$ cat config.mk
export PLATFORM = sky130hd
export DESIGN_NAME = ser_deserializer
export DESIGN_NICKNAME = d
export VERILOG_FILES = /design/src/rtl/ser_deserializer.sv
export SDC_FILE = /design/constraint.sdc
export NUM_CORES = 1
export LEC_CHECK = 0
export BUFFER_PORTS_ARGS = -buffer_cell sky130_fd_sc_hd__clkbuf_2
export CORE_UTILIZATION = 40
export CTS_CLUSTER_SIZE = 24
export DETAILED_ROUTE_END_ITERATION = 16
export HOLD_SLACK_MARGIN = 0.03
export REMOVE_ABC_BUFFERS = 1
export SETUP_SLACK_MARGIN = 0.02
export SKIP_LAST_GASP = 1
export SYNTH_ARGS = -nofsm -noshare
export SYNTH_HDL_FRONTEND = slang
export SYNTH_SLANG_ARGS = --single-unit
$ cat constraint.sdc
create_clock -name clk_i -period 3.7 [get_ports clk_i]
set_input_delay 0.555 -clock clk_i [delete_from_list [all_inputs] [get_ports clk_i]]
set_output_delay 0.555 -clock clk_i [all_outputs]
set_load 0.03 [all_outputs]
$ cat src/rtl/ser_deserializer.sv
// Serial-to-parallel packer: collects MSB-first bits into WIDTH-bit words and
// flushes a short right-aligned word when the qualified serial stream ends.
module ser_deserializer #(
   parameter int WIDTH = 8,
   parameter int CW    = 4
) (
   input  logic             clk_i,
   input  logic             rst_ni,
   input  logic             clk_en_i,
   input  logic             ser_i,
   input  logic             ser_valid_i,
   output logic [WIDTH-1:0] par_o,
   output logic [CW-1:0]    par_len_o,
   output logic             par_valid_o,
   output logic             frame_done_o,
   output logic [CW-1:0]    bit_count_o
);

   typedef enum logic [0:0] {
      S_IDLE    = 1'b0,
      S_COLLECT = 1'b1
   } state_e;

   localparam logic [CW-1:0]    CNT_ZERO = {CW{1'b0}};
   localparam logic [CW-1:0]    CNT_ONE  = {{(CW-1){1'b0}}, 1'b1};
   localparam logic [CW-1:0]    CNT_LAST = CW'(WIDTH - 1);
   localparam logic [CW-1:0]    CNT_FULL = CW'(WIDTH);
   localparam logic [WIDTH-1:0] W_ZERO   = {WIDTH{1'b0}};

   state_e           state_q;
   logic [WIDTH-1:0] shreg_q;
   logic [WIDTH-1:0] shift_d;
   logic [CW-1:0]    count_q;
   logic [WIDTH-1:0] par_q;
   logic [CW-1:0]    par_len_q;
   logic             par_valid_q;
   logic             frame_done_q;

   // Shift register contents once the current bit is appended at bit 0.
   always_comb begin
      shift_d = {shreg_q[WIDTH-2:0], ser_i};
   end

   // Frame FSM, shift register and registered word/pulse outputs.
   always_ff @(posedge clk_i or negedge rst_ni) begin
      if (!rst_ni) begin
         state_q      <= S_IDLE;
         shreg_q      <= W_ZERO;
         count_q      <= CNT_ZERO;
         par_q        <= W_ZERO;
         par_len_q    <= CNT_ZERO;
         par_valid_q  <= 1'b0;
         frame_done_q <= 1'b0;
      end else begin
         // Pulses last one clock regardless of the bit-rate enable.
         par_valid_q  <= 1'b0;
         frame_done_q <= 1'b0;
         if (clk_en_i) begin
            case (state_q)
               S_IDLE: begin
                  if (ser_valid_i) begin
                     shreg_q <= {{(WIDTH-1){1'b0}}, ser_i};
                     count_q <= CNT_ONE;
                     state_q <= S_COLLECT;
                  end
               end
               S_COLLECT: begin
                  if (ser_valid_i) begin
                     if (count_q == CNT_LAST) begin
                        par_q       <= shift_d;
                        par_len_q   <= CNT_FULL;
                        par_valid_q <= 1'b1;
                        count_q     <= CNT_ZERO;
                        shreg_q     <= W_ZERO;
                     end else begin
                        shreg_q <= shift_d;
                        count_q <= count_q + CNT_ONE;
                     end
                  end else begin
                     // Any drop of the qualifier ends the frame; flush leftovers.
                     if (count_q != CNT_ZERO) begin
                        par_q       <= shreg_q;
                        par_len_q   <= count_q;
                        par_valid_q <= 1'b1;
                     end
                     frame_done_q <= 1'b1;
                     count_q      <= CNT_ZERO;
                     shreg_q      <= W_ZERO;
                     state_q      <= S_IDLE;
                  end
               end
               default: begin
                  state_q <= S_IDLE;
                  count_q <= CNT_ZERO;
                  shreg_q <= W_ZERO;
               end
            endcase
         end
      end
   end

   assign par_o        = par_q;
   assign par_len_o    = par_len_q;
   assign par_valid_o  = par_valid_q;
   assign frame_done_o = frame_done_q;
   assign bit_count_o  = count_q;

endmodule

==> summary.txt, run 1 <==
WL per Instance -> 14.3 µm
Reg2reg start -> bit_count_o[0]
RD Place Congestion -> 0.751
Post-Synthesis Cell Area -> 1260 µm²
Met3 usage -> 2.90%
Initial DRC count -> 20
Hold Fails Final Rpt -> 0
Initial Util -> 43.8%
Peak VDD IR -> 257 µV
Non-filler cells, final -> 160
Nature of the critical path endpoint -> register
Crit path max-delay cell type -> a211oi_2
Required @ worst endpoint -> 3930 ps
Skew-Pair Late Insertion Delay -> 330 ps
Post-synth cell types -> 29
Commonest register cell after synthesis -> dfrtp_1
DRC viols -> 0
Filler cell count -> 270
Slew Limit Headroom -> 55.9%
GRT Total Usage -> 15.4%
Crit path max fanout -> 8
Slowest stage delay, CP -> 560 ps
Tmin final -> 2210 ps
H-tree depth -> 1
Resized Gates After CTS -> 0
Pre-CTS WS -> 1270 ps
Ranking of synthesized cells by area -> dfrtp_1 54%, mux2_2 9.8%, mux2_4 9.5%, a22o_1 5.6%, ha_1 2.0%
Most used routing layer -> met2
Clock transition at the registers of the reported paths -> 160 ps
Std-Cell Rows -> 19
Largest net degree at the start of global routing -> 28
Worst slew pin tran -> 661 ps
Post-DP HPWL -> 1.58 mm
Setup TNS -> 0 ps
Number of global-route vias before repair -> 787
Initial antenna violation count -> 0
PwrDens -> 476 nW/µm²
DIE HEIGHT -> 58.1 µm
Period utilisation layout -> 59.7%
Top cells by count, synth -> 27 x dfrtp_1, 11 x mux2_2, 8 x a22o_1, 8 x mux2_4
CTS root buf -> clkbuf_4
Worst min path class -> input pin to async pin
Count leader, synth -> dfrtp_1
Congestion Overflow GR -> 0
Leak Pwr -> 0.720 nW
Crit path max-delay family -> compound AO/OA/AOI/OAI gates
Register area share after synthesis -> 53.7%
Via count -> 817
Mapped Cells -> 96
Die Width -> 58.1 µm
First-pass GRT wire length -> 3.86 mm
Synth top area share -> 53.7%
# nets final -> 126
Post-synth EDFFs -> 0
Vias per inst -> 5.11
GR Util met1 -> 21.6%
Slew Viols, Final -> 0
CP Class -> register to register
Reg2Reg Setup Slack -> 1490 ps
Sink Count -> 27
Buf/Inv on CP -> 2
Post-CTS setup buffer count -> 0
WP data arrival -> 2440 ps
Setup ws final -> 1490 ps
Synthesized area per cell -> 13.1 µm²
Max Cap Viol -> 0
IO Port Bufs -> 22
Core area -> 2880 µm²
Placed insts -> 156
Clk_skew -> 13.6 ps
# IOs -> 23
Async SR Flop Fraction -> 100%
Post-CTS Hold Buffers -> 0
Crit-path cells -> inv_1 -> ha_1 -> nor4b_1 -> a211oi_2 -> buf_4 -> mux2_2
Clk buf depth -> 2
Grt met2 use -> 23.0%
Detailed Routing Iterations Pass 1 -> 6
Antenna Cells -> 0
RSZ-0062 raised after global routing -> false
Startpoint Class -> register
Yosys warnings -> 0
Status -> complete, no violations
Fmax achieved -> 453 MHz
ANT nets after route -> 0
Final WL -> 2.29 mm
Worst Setup SP -> bit_count_o[0]
Die area -> 3380 µm²
Share of cells above drive strength 1 -> 42.4%
CTS tree -> yes
Hold slack -> 224 ps
Total CTS buffers -> 3
Synth Register Bits -> 27
Setup-failing EPs final -> 0
Post-synth top area cell -> dfrtp_1
Area Overhead vs Synth -> 13.9%
power breakdown:
| group | leakage [nW] | internal, mW | total, mW | switching (mW) |
|---|---|---|---|---|
| Combinational | 0.344 | 0.0748 | 0.193 | 0.118 |
| Sequential | 0.362 | 0.330 | 0.359 | 0.0289 |
| Clock | 0.0139 | 0.0413 | 0.131 | 0.0899 |
| Total | 0.720 | 0.446 | 0.683 | 0.237 |
registers in the layout (all words and copies together), names as in the netlist:
name	flops
state_q	1
par_o	8
shreg_q	8
frame_done_o	1
bit_count_o	4
par_valid_o	1
par_len_o	4
cells by family after synthesis:
logic type	synth area share, %
compound gates	12.5
fa+ha+maj	1.99
buf+inv	3.78
flops	53.7
mux	20.2
simple gates	7.85
metal layers:
layer | routed length, µm | up-vias
met3 | 76 | 2
met1 | 1180 | 410
met4 | 18 | 0
li1 | - | 388
met2 | 1010 | 17
met5 | 0 | -
path summary, 6_finish.rpt:
kind / to / cells after the start
setup / recovery: par_o[6] / 6
hold / removal: par_len_o[2] / 1
setup reg to reg: par_o[6] / 6
hold reg to reg: shreg_q[7] / 1
max in group asynchronous: par_len_o[3] / 1
min in group clk_i: shreg_q[7] / 1
cell type report:
cell class	count	area [µm²]	area share, %
sequential	27	676	47.1
multi-input combinational	59	536	37.3
timing repair buffer	24	125	8.73
tap	42	52.6	3.66
clock buffer	3	22.5	1.57
inverter	4	15.0	1.05
clock inverter	1	7.51	0.524
worst register-to-register path: stages (launching register included):
cell and delay, ps:
dfrtp_1 470, inv_1 110, ha_1 200, nor4b_1 140
a211oi_2 560, buf_4 300, mux2_2 360
placed cells by master, fill, tap and decap left out, types with 2 or more instances in the layout:
cell type and n:
clkbuf_4 3, buf_4 2, nand3_1 2, nor2_1 4
dfrtp_1 27, a32o_1 2, inv_1 4, mux2_2 11
a22o_1 8, clkbuf_2 22, nand2_1 4, a21oi_1 2
o21ai_0 2, ha_1 2, mux2_4 8
metrics by stage:
step | area [µm²] | util, % | power [mW]
floorplan | 1230 | - | 0.495
detailed placement | 1400 | 48.8 | 0.559
global route | 1430 | 49.8 | 0.723
global placement | 1400 | 48.8 | 0.557
CTS | 1430 | 49.8 | 0.691
finish | 1430 | 49.8 | 0.683
(Power assumes the default switching activity.)
==> run 2: changes to the inputs <==
--- a/config.mk
+++ b/config.mk
@@ -5,6 +5,7 @@
 export SDC_FILE = /design/constraint.sdc
 export NUM_CORES = 1
 export LEC_CHECK = 0
+export ABC_AREA = 1
 export BUFFER_PORTS_ARGS = -buffer_cell sky130_fd_sc_hd__clkbuf_2
 export CORE_UTILIZATION = 40
 export CTS_CLUSTER_SIZE = 24
==> constraint.sdc (replaced) <==
create_clock -name clk_i -period 2.1 [get_ports clk_i]
set_input_delay 0.315 -clock clk_i [delete_from_list [all_inputs] [get_ports clk_i]]
set_output_delay 0.315 -clock clk_i [all_outputs]
set_load 0.03 [all_outputs]
==> run 2 against run 1 <==
  * Critical path depth increased by 2
  * Clock skew fell by 12 ps
  * Synthesized cell count increased by 67%
  * Setup slack got worse by 1100 ps
  * Highest routed layer unchanged
  * Non-clock buffer count shrank 1
  * Area after synthesis grew 1.3%
==> summary.txt, run 2 <==
CTS root buf -> clkbuf_4 (unchanged)
Mapped Cells -> 160 (was 96)
Peak VDD IR -> 313 µV (was 257 µV)
Std-Cell Rows -> 20 (was 19)
Yosys warnings -> 0 (unchanged)
Pre-CTS WS -> 405 ps (was 1270 ps)
Clk buf depth -> 2 (unchanged)
Hold Fails Final Rpt -> 0 (unchanged)
Resized Gates After CTS -> 0 (unchanged)
Via count -> 1040 (was 817)
Tmin final -> 1700 ps (was 2210 ps)
Total CTS buffers -> 3 (unchanged)
Antenna Cells -> 0 (unchanged)
Sequential Area -> 676 µm² (unchanged)
Ranking of synthesized cells by area -> dfrtp_1 53%, nand2_1 25%, nand4_1 5.9%, inv_1 2.4%, buf_2 2.0% (was dfrtp_1 54%, mux2_2 9.8%, mux2_4 9.5%, a22o_1 5.6%, ha_1 2.0%)
Post-CTS Hold Buffers -> 1 (was 0)
Area Overhead vs Synth -> 12.7% (was 13.9%)
# nets final -> 188 (was 126)
Async SR Flop Fraction -> 100% (unchanged)
Startpoint Class -> register (unchanged)
CP Class -> register to register (unchanged)
Leak Pwr -> 0.842 nW (was 0.720 nW)
CTS tree -> yes (unchanged)
Largest net degree at the start of global routing -> 28 (unchanged)
Crit-path cells -> inv_1 -> ha_1 -> inv_1 -> nor2_1 -> nand2_1 -> nand3_2 -> nand2_1 -> nand2_1 (was inv_1 -> ha_1 -> nor4b_1 -> a211oi_2 -> buf_4 -> mux2_2)
Initial Util -> 42.1% (was 43.8%)
Post-DP HPWL -> 1.77 mm (was 1.58 mm)
Synthesized area per cell -> 7.97 µm² (was 13.1 µm²)
First-pass GRT wire length -> 4.40 mm (was 3.86 mm)
Filler cell count -> 308 (was 270)
Skew-Pair Late Insertion Delay -> 320 ps (was 330 ps)
DIE HEIGHT -> 58.5 µm (was 58.1 µm)
Crit path max fanout -> 13 (was 8)
Detailed Routing Iterations Pass 1 -> 4 (was 6)
Placed insts -> 219 (was 156)
WP data arrival -> 1920 ps (was 2440 ps)
Most used cell, CP -> nand2_1
Synth top area share -> 53.0% (was 53.7%)
Slew Viols, Final -> 0 (unchanged)
H-tree depth -> 1 (unchanged)
Top cells by count, synth -> 84 x nand2_1, 27 x dfrtp_1, 12 x nand4_1 (was 27 x dfrtp_1, 11 x mux2_2, 8 x a22o_1, 8 x mux2_4)
# IOs -> 23 (unchanged)
Share of cells above drive strength 1 -> 17.8% (was 42.4%)
Period utilisation layout -> 80.8% (was 59.7%)
ANT nets after route -> 0 (unchanged)
WL per Instance -> 10.8 µm (was 14.3 µm)
Setup TNS -> 0 ps (unchanged)
Congestion Overflow GR -> 0 (unchanged)
Nature of the critical path endpoint -> register (unchanged)
Register area share after synthesis -> 53.0% (was 53.7%)
Max Cap Viol -> 0 (unchanged)
Slew Limit Headroom -> 56.2% (was 55.9%)
GRT Total Usage -> 16.7% (was 15.4%)
Core area -> 3030 µm² (was 2880 µm²)
Die Width -> 58.5 µm (was 58.1 µm)
Commonest cells after routing, fill and taps aside -> 84 x nand2_1, 27 x dfrtp_1, 22 x clkbuf_2, 12 x nand4_1, 8 x inv_1 (was 27 x dfrtp_1, 22 x clkbuf_2, 11 x mux2_2, 8 x mux2_4, 8 x a22o_1)
Clock transition at the registers of the reported paths -> 140 ps (was 160 ps)
Synth Register Bits -> 27 (unchanged)
Required @ worst endpoint -> 2320 ps (was 3930 ps)
Met2 WL post-DR -> 1.07 mm (was 1.01 mm)
Final cell utilization of the core -> 47.4% (was 49.8%)
Initial DRC count -> 38 (was 20)
Clk_skew -> 1.16 ps (was 13.6 ps)
Die area -> 3420 µm² (was 3380 µm²)
Vias per inst -> 4.64 (was 5.11)
Commonest register cell after synthesis -> dfrtp_1 (unchanged)
DRC viols -> 0 (unchanged)
Count leader, synth -> nand2_1 (was dfrtp_1)
Worst min path class -> input pin to register (was input pin to async pin)
Setup-failing EPs final -> 0 (unchanged)
RD Place Congestion -> 0.775 (was 0.751)
PwrDens -> 759 nW/µm² (was 476 nW/µm²)
Post-synth cell types -> 18 (was 29)
Hold slack -> 204 ps (was 224 ps)
Worst slew pin tran -> 657 ps (was 661 ps)
M1 wire length -> 1.25 mm (was 1.18 mm)
IO Port Bufs -> 22 (unchanged)
Post-Synthesis Cell Area -> 1270 µm² (was 1260 µm²)
Post-synth top area cell -> dfrtp_1 (unchanged)
Post-synth EDFFs -> 0 (unchanged)
Crit path max-delay cell type -> dfrtp_1 (was a211oi_2)
Slowest stage delay, CP -> 480 ps (was 560 ps)
Sink Count -> 27 (unchanged)
Most common cell after layout, fill and taps aside -> nand2_1 (was dfrtp_1)
Area of the multi-input gates -> 518 µm² (was 536 µm²)
Non-filler cells, final -> 224 (was 160)
Status -> complete, no violations (unchanged)
Initial antenna violation count -> 0 (unchanged)
RSZ-0062 raised after global routing -> false (unchanged)
Fmax achieved -> 589 MHz (was 453 MHz)
Final WL -> 2.42 mm (was 2.29 mm)
Highest routed layer -> met4 (unchanged)
Post-CTS setup buffer count -> 0 (unchanged)
Met3 WL -> 75 µm (was 76 µm)
Number of global-route vias before repair -> 999 (was 787)
Setup ws final -> 403 ps (was 1490 ps)
## run 2: cell count changes after synthesis, sizes merged, moves of 2 or more
cell    before  now
a22o         8    0
nand3        2    7
inv          4   10
nand4        0   12
buf          3    7
nand2        4   85
a32o         2    0
mux2        19    0
clkbuf       3    0
## run 2: where the power goes
group          switching, mW  leakage (nW)  internal [mW]
clock network          0.149        0.0139         0.0727
logic                  0.188         0.466         0.0691
registers             0.0424         0.362          0.568
total                  0.379         0.842          0.710
## run 2: cell type report
cell class / instances / area share, %
inverter: 10 / 2.61
multi-input combinational: 116 / 36.1
timing repair buffer: 23 / 8.36
clock buffer: 3 / 1.57
tap: 44 / 3.83
clock inverter: 1 / 0.523
sequential: 27 / 47.0
## run 2: cell families after synthesis
logic type	Yosys count	share of synthesized area [%]
simple gates	110	36.9
compound gates	4	1.77
fa+ha+maj	2	1.96
flops	27	53.0
buf+inv	17	6.38
## run 2: worst max-delay path: cells and delay by family (launching register included)
family	cells	cell delay (ps)
buffers and inverters	2	140
DFF	1	480
and+or+nand+nor	5	790
adders and majority gates	1	200
## run 2: layer usage
| layer | up-vias | GRT usage [%] |
|---|---|---|
| li1 | 543 | - |
| met1 | 470 | 23.6 |
| met2 | 25 | 26.1 |
| met3 | 2 | 2.64 |
| met4 | 0 | 6.12 |
| met5 | - | 0 |
## run 2: final timing paths
kind	slack, ps	startpoint	to	depth (start not counted)
max in group asynchronous	1140	rst_ni	bit_count_o[3]	2
worst max register to register	400	bit_count_o[0]	par_o[4]	8
worst max-delay path	400	bit_count_o[0]	par_o[4]	8
worst min-delay path	200	clk_en_i	state_q	2
worst min register to register	490	par_len_o[0]	par_len_o[0]	2
min in group asynchronous	530	rst_ni	par_len_o[3]	2
## run 2: through the flow
step	area, µm²	total power [mW]
finish	1440	1.09
global placement	1400	0.874
detailed placement	1400	0.880
global route	1440	1.17
floorplan	1230	0.793
CTS	1440	1.11
==> run 3: changes to the inputs <==
--- a/config.mk
+++ b/config.mk
@@ -5,7 +5,7 @@
 export SDC_FILE = /design/constraint.sdc
 export NUM_CORES = 1
 export LEC_CHECK = 0
-export ABC_AREA = 1
+export ABC_AREA = 0
 export BUFFER_PORTS_ARGS = -buffer_cell sky130_fd_sc_hd__clkbuf_2
 export CORE_UTILIZATION = 40
 export CTS_CLUSTER_SIZE = 24
==> constraint.sdc (replaced) <==
create_clock -name clk_i -period 1.7 [get_ports clk_i]
set_input_delay 0.255 -clock clk_i [delete_from_list [all_inputs] [get_ports clk_i]]
set_output_delay 0.255 -clock clk_i [all_outputs]
set_load 0.03 [all_outputs]
==> run 3 against run 2 <==
  * Sequential power is 27% higher
  * Final cell count is 23% lower
  * Count of clock-buffer cells in the layout stayed put
  * Critical path type unchanged
==> summary.txt, run 3 (same netlist as run 1, synthesis figures left out) <==
Status -> complete, no violations (unchanged)
Worst slew pin tran -> 674 ps (was 657 ps)
Congestion Overflow GR -> 0 (unchanged)
# IOs -> 23 (unchanged)
Clk buf depth -> 2 (unchanged)
Int Power -> 1.03 mW (was 0.710 mW)
Seq pwr share -> 49.3% (was 56.1%)
WP data arrival -> 1880 ps (was 1920 ps)
Core area -> 2880 µm² (was 3030 µm²)
Met3 usage -> 4.69% (was 2.64%)
Slew Viols, Final -> 0 (unchanged)
Fmax achieved -> 607 MHz (was 589 MHz)
Vias per inst -> 5.13 (was 4.64)
Sequential Area -> 676 µm² (unchanged)
Clock share of power -> 17.8% (was 20.3%)
Final WL -> 2.44 mm (was 2.42 mm)
Share of cells above drive strength 1 -> 50.0% (was 17.8%)
Via count -> 883 (was 1040)
GR Util met1 -> 21.2% (was 23.6%)
Detailed Routing Iterations Pass 1 -> 6 (was 4)
Crit path max fanout -> 8 (was 13)
Hold Crit Depth -> 2 (unchanged)
Std-Cell Rows -> 19 (was 20)
Slew Limit Headroom -> 55.1% (was 56.2%)
Pre-CTS WS -> 2.30 ps (was 405 ps)
Startpoint Class -> register (unchanged)
ANT nets after route -> 0 (unchanged)
RSZ-0062 raised after global routing -> false (unchanged)
Clk_skew -> 9.00 ps (was 1.16 ps)
Most common cell after layout, fill and taps aside -> dfrtp_1 (was nand2_1)
Finished Cell Area -> 1580 µm² (was 1440 µm²)
Total CTS buffers -> 3 (unchanged)
# nets final -> 138 (was 188)
Peak VDD IR -> 775 µV (was 313 µV)
Required @ worst endpoint -> 1930 ps (was 2320 ps)
Worst min path class -> input pin to register (unchanged)
Logic pwr share -> 32.9% (was 23.6%)
Post-DP HPWL -> 1.66 mm (was 1.77 mm)
Largest net degree at the start of global routing -> 28 (unchanged)
Number of global-route vias before repair -> 861 (was 999)
IO Port Bufs -> 22 (unchanged)
PwrDens -> 990 nW/µm² (was 759 nW/µm²)
Skew-Pair Late Insertion Delay -> 330 ps (was 320 ps)
Initial antenna violation count -> 0 (unchanged)
Area of the multi-input gates -> 584 µm² (was 518 µm²)
CTS root buf -> clkbuf_4 (unchanged)
CTS tree -> yes (unchanged)
Period utilisation layout -> 96.9% (was 80.8%)
Switch Pwr -> 0.538 mW (was 0.379 mW)
Most used routing layer -> met2 (unchanged)
Switching Fraction -> 34.3% (was 34.8%)
Final cell utilization of the core -> 55.1% (was 47.4%)
Leak Pwr -> 0.823 nW (was 0.842 nW)
H-tree depth -> 1 (unchanged)
RD Place Congestion -> 0.824 (was 0.775)
GRT Total Usage -> 15.7% (was 16.7%)
Hold Fails Final Rpt -> 0 (unchanged)
Sink Count -> 27 (unchanged)
Antenna Cells -> 0 (unchanged)
Initial DRC count -> 27 (was 38)
Reg2reg path depth -> 6 (was 8)
Nature of the critical path endpoint -> register (unchanged)
First-pass GRT wire length -> 4.00 mm (was 4.40 mm)
Setup ws final -> 53.5 ps (was 403 ps)
DP Area -> 1460 µm² (was 1400 µm²)
Initial Util -> 43.8% (was 42.1%)
WL per Instance -> 14.2 µm (was 10.8 µm)
Grt met2 use -> 24.8% (was 26.1%)
Commonest cells after routing, fill and taps aside -> 27 x dfrtp_1, 22 x clkbuf_2, 11 x mux2_4, 10 x buf_4 (was 84 x nand2_1, 27 x dfrtp_1, 22 x clkbuf_2, 12 x nand4_1, 8 x inv_1)
Die Width -> 58.1 µm (was 58.5 µm)
Filler cell count -> 246 (was 308)
DRC viols -> 0 (unchanged)
Clock transition at the registers of the reported paths -> 150 ps (was 140 ps)
Area Overhead vs Synth -> 25.8% (was 12.7%)
Max Cap Viol -> 0 (unchanged)
CP Class -> register to register (unchanged)
Setup-failing EPs final -> 0 (unchanged)
DIE HEIGHT -> 58.1 µm (was 58.5 µm)
Die area -> 3380 µm² (was 3420 µm²)
Tmin final -> 1650 ps (was 1700 ps)
## run 3: cell count changes in the layout (fill, tap and decap cells not counted), moves of 2 or more
cell and change:
buf_6 +3, nand3_2 -2, ha_1 -2, nand4_1 -12
nand3_1 -3, buf_4 +10, a22o_1 +8, nand2_1 -80
mux2_2 +8, mux2_4 +11, inv_1 -5, a32o_1 +2
## run 3: through the flow
step / total power, mW / TNS (ps) / hold WS, ps / instances
floorplan: 1.08 / -7400 / -40.6 / 90
global placement: 1.24 / 0 / 314 / 164
detailed placement: 1.25 / 0 / 329 / 164
CTS: 1.54 / 0 / 134 / 169
global route: 1.66 / 0 / 135 / 172
finish: 1.57 / 0 / 152 / 172
## run 3: final cells by class
cell class              instances  area share [%]
clock buffers                   3            1.42
well taps                      42            3.32
multi-input cells              59            36.9
inverters                       4           0.948
repair buffers                 36            14.5
flip-flops and latches         27            42.7
clock inverters                 1           0.316
## run 3: what timing repair did
item                       4_1_cts  5_1_grt
hold endpoints to repair        27        0
hold buffers                     1        0
setup endpoints to repair        3       11
pin swaps                        1        3
resized for setup                0       13
setup buffers                    0        3
## run 3: metal layers
metal  up-vias  part of all wire [%]
li1        416                     -
met1       440                    50
met2        25                    45
met3         2                   4.3
met4         0                  0.70
met5         -                     0
## run 3: path summary, 6_finish.rpt
path                                start             end  slack [ps]
hold reg to reg                shreg_q[7]      shreg_q[7]         520
setup / recovery           bit_count_o[1]        par_o[6]          50
hold / removal                ser_valid_i    frame_done_o         150
setup reg to reg           bit_count_o[1]        par_o[6]          50
min in group asynchronous          rst_ni  bit_count_o[2]         470
max in group asynchronous          rst_ni      shreg_q[4]         790
## run 3: worst max-delay path, cell delays in order (launching register included)
cell,delay [ps]
dfrtp_1,390
buf_4,140
ha_4,150
nand3b_4,90
a211oi_4,300
buf_6,190
mux2_4,300
## run 3: power by group through the flow
stage	clock, mW	sequential (mW)	combinational [mW]
after floorplan	0	0.913	0.165
after global placement	0	0.782	0.462
after detailed placement	0	0.788	0.464
after CTS	0.294	0.774	0.469
after global routing	0.317	0.784	0.555
final	0.278	0.773	0.517
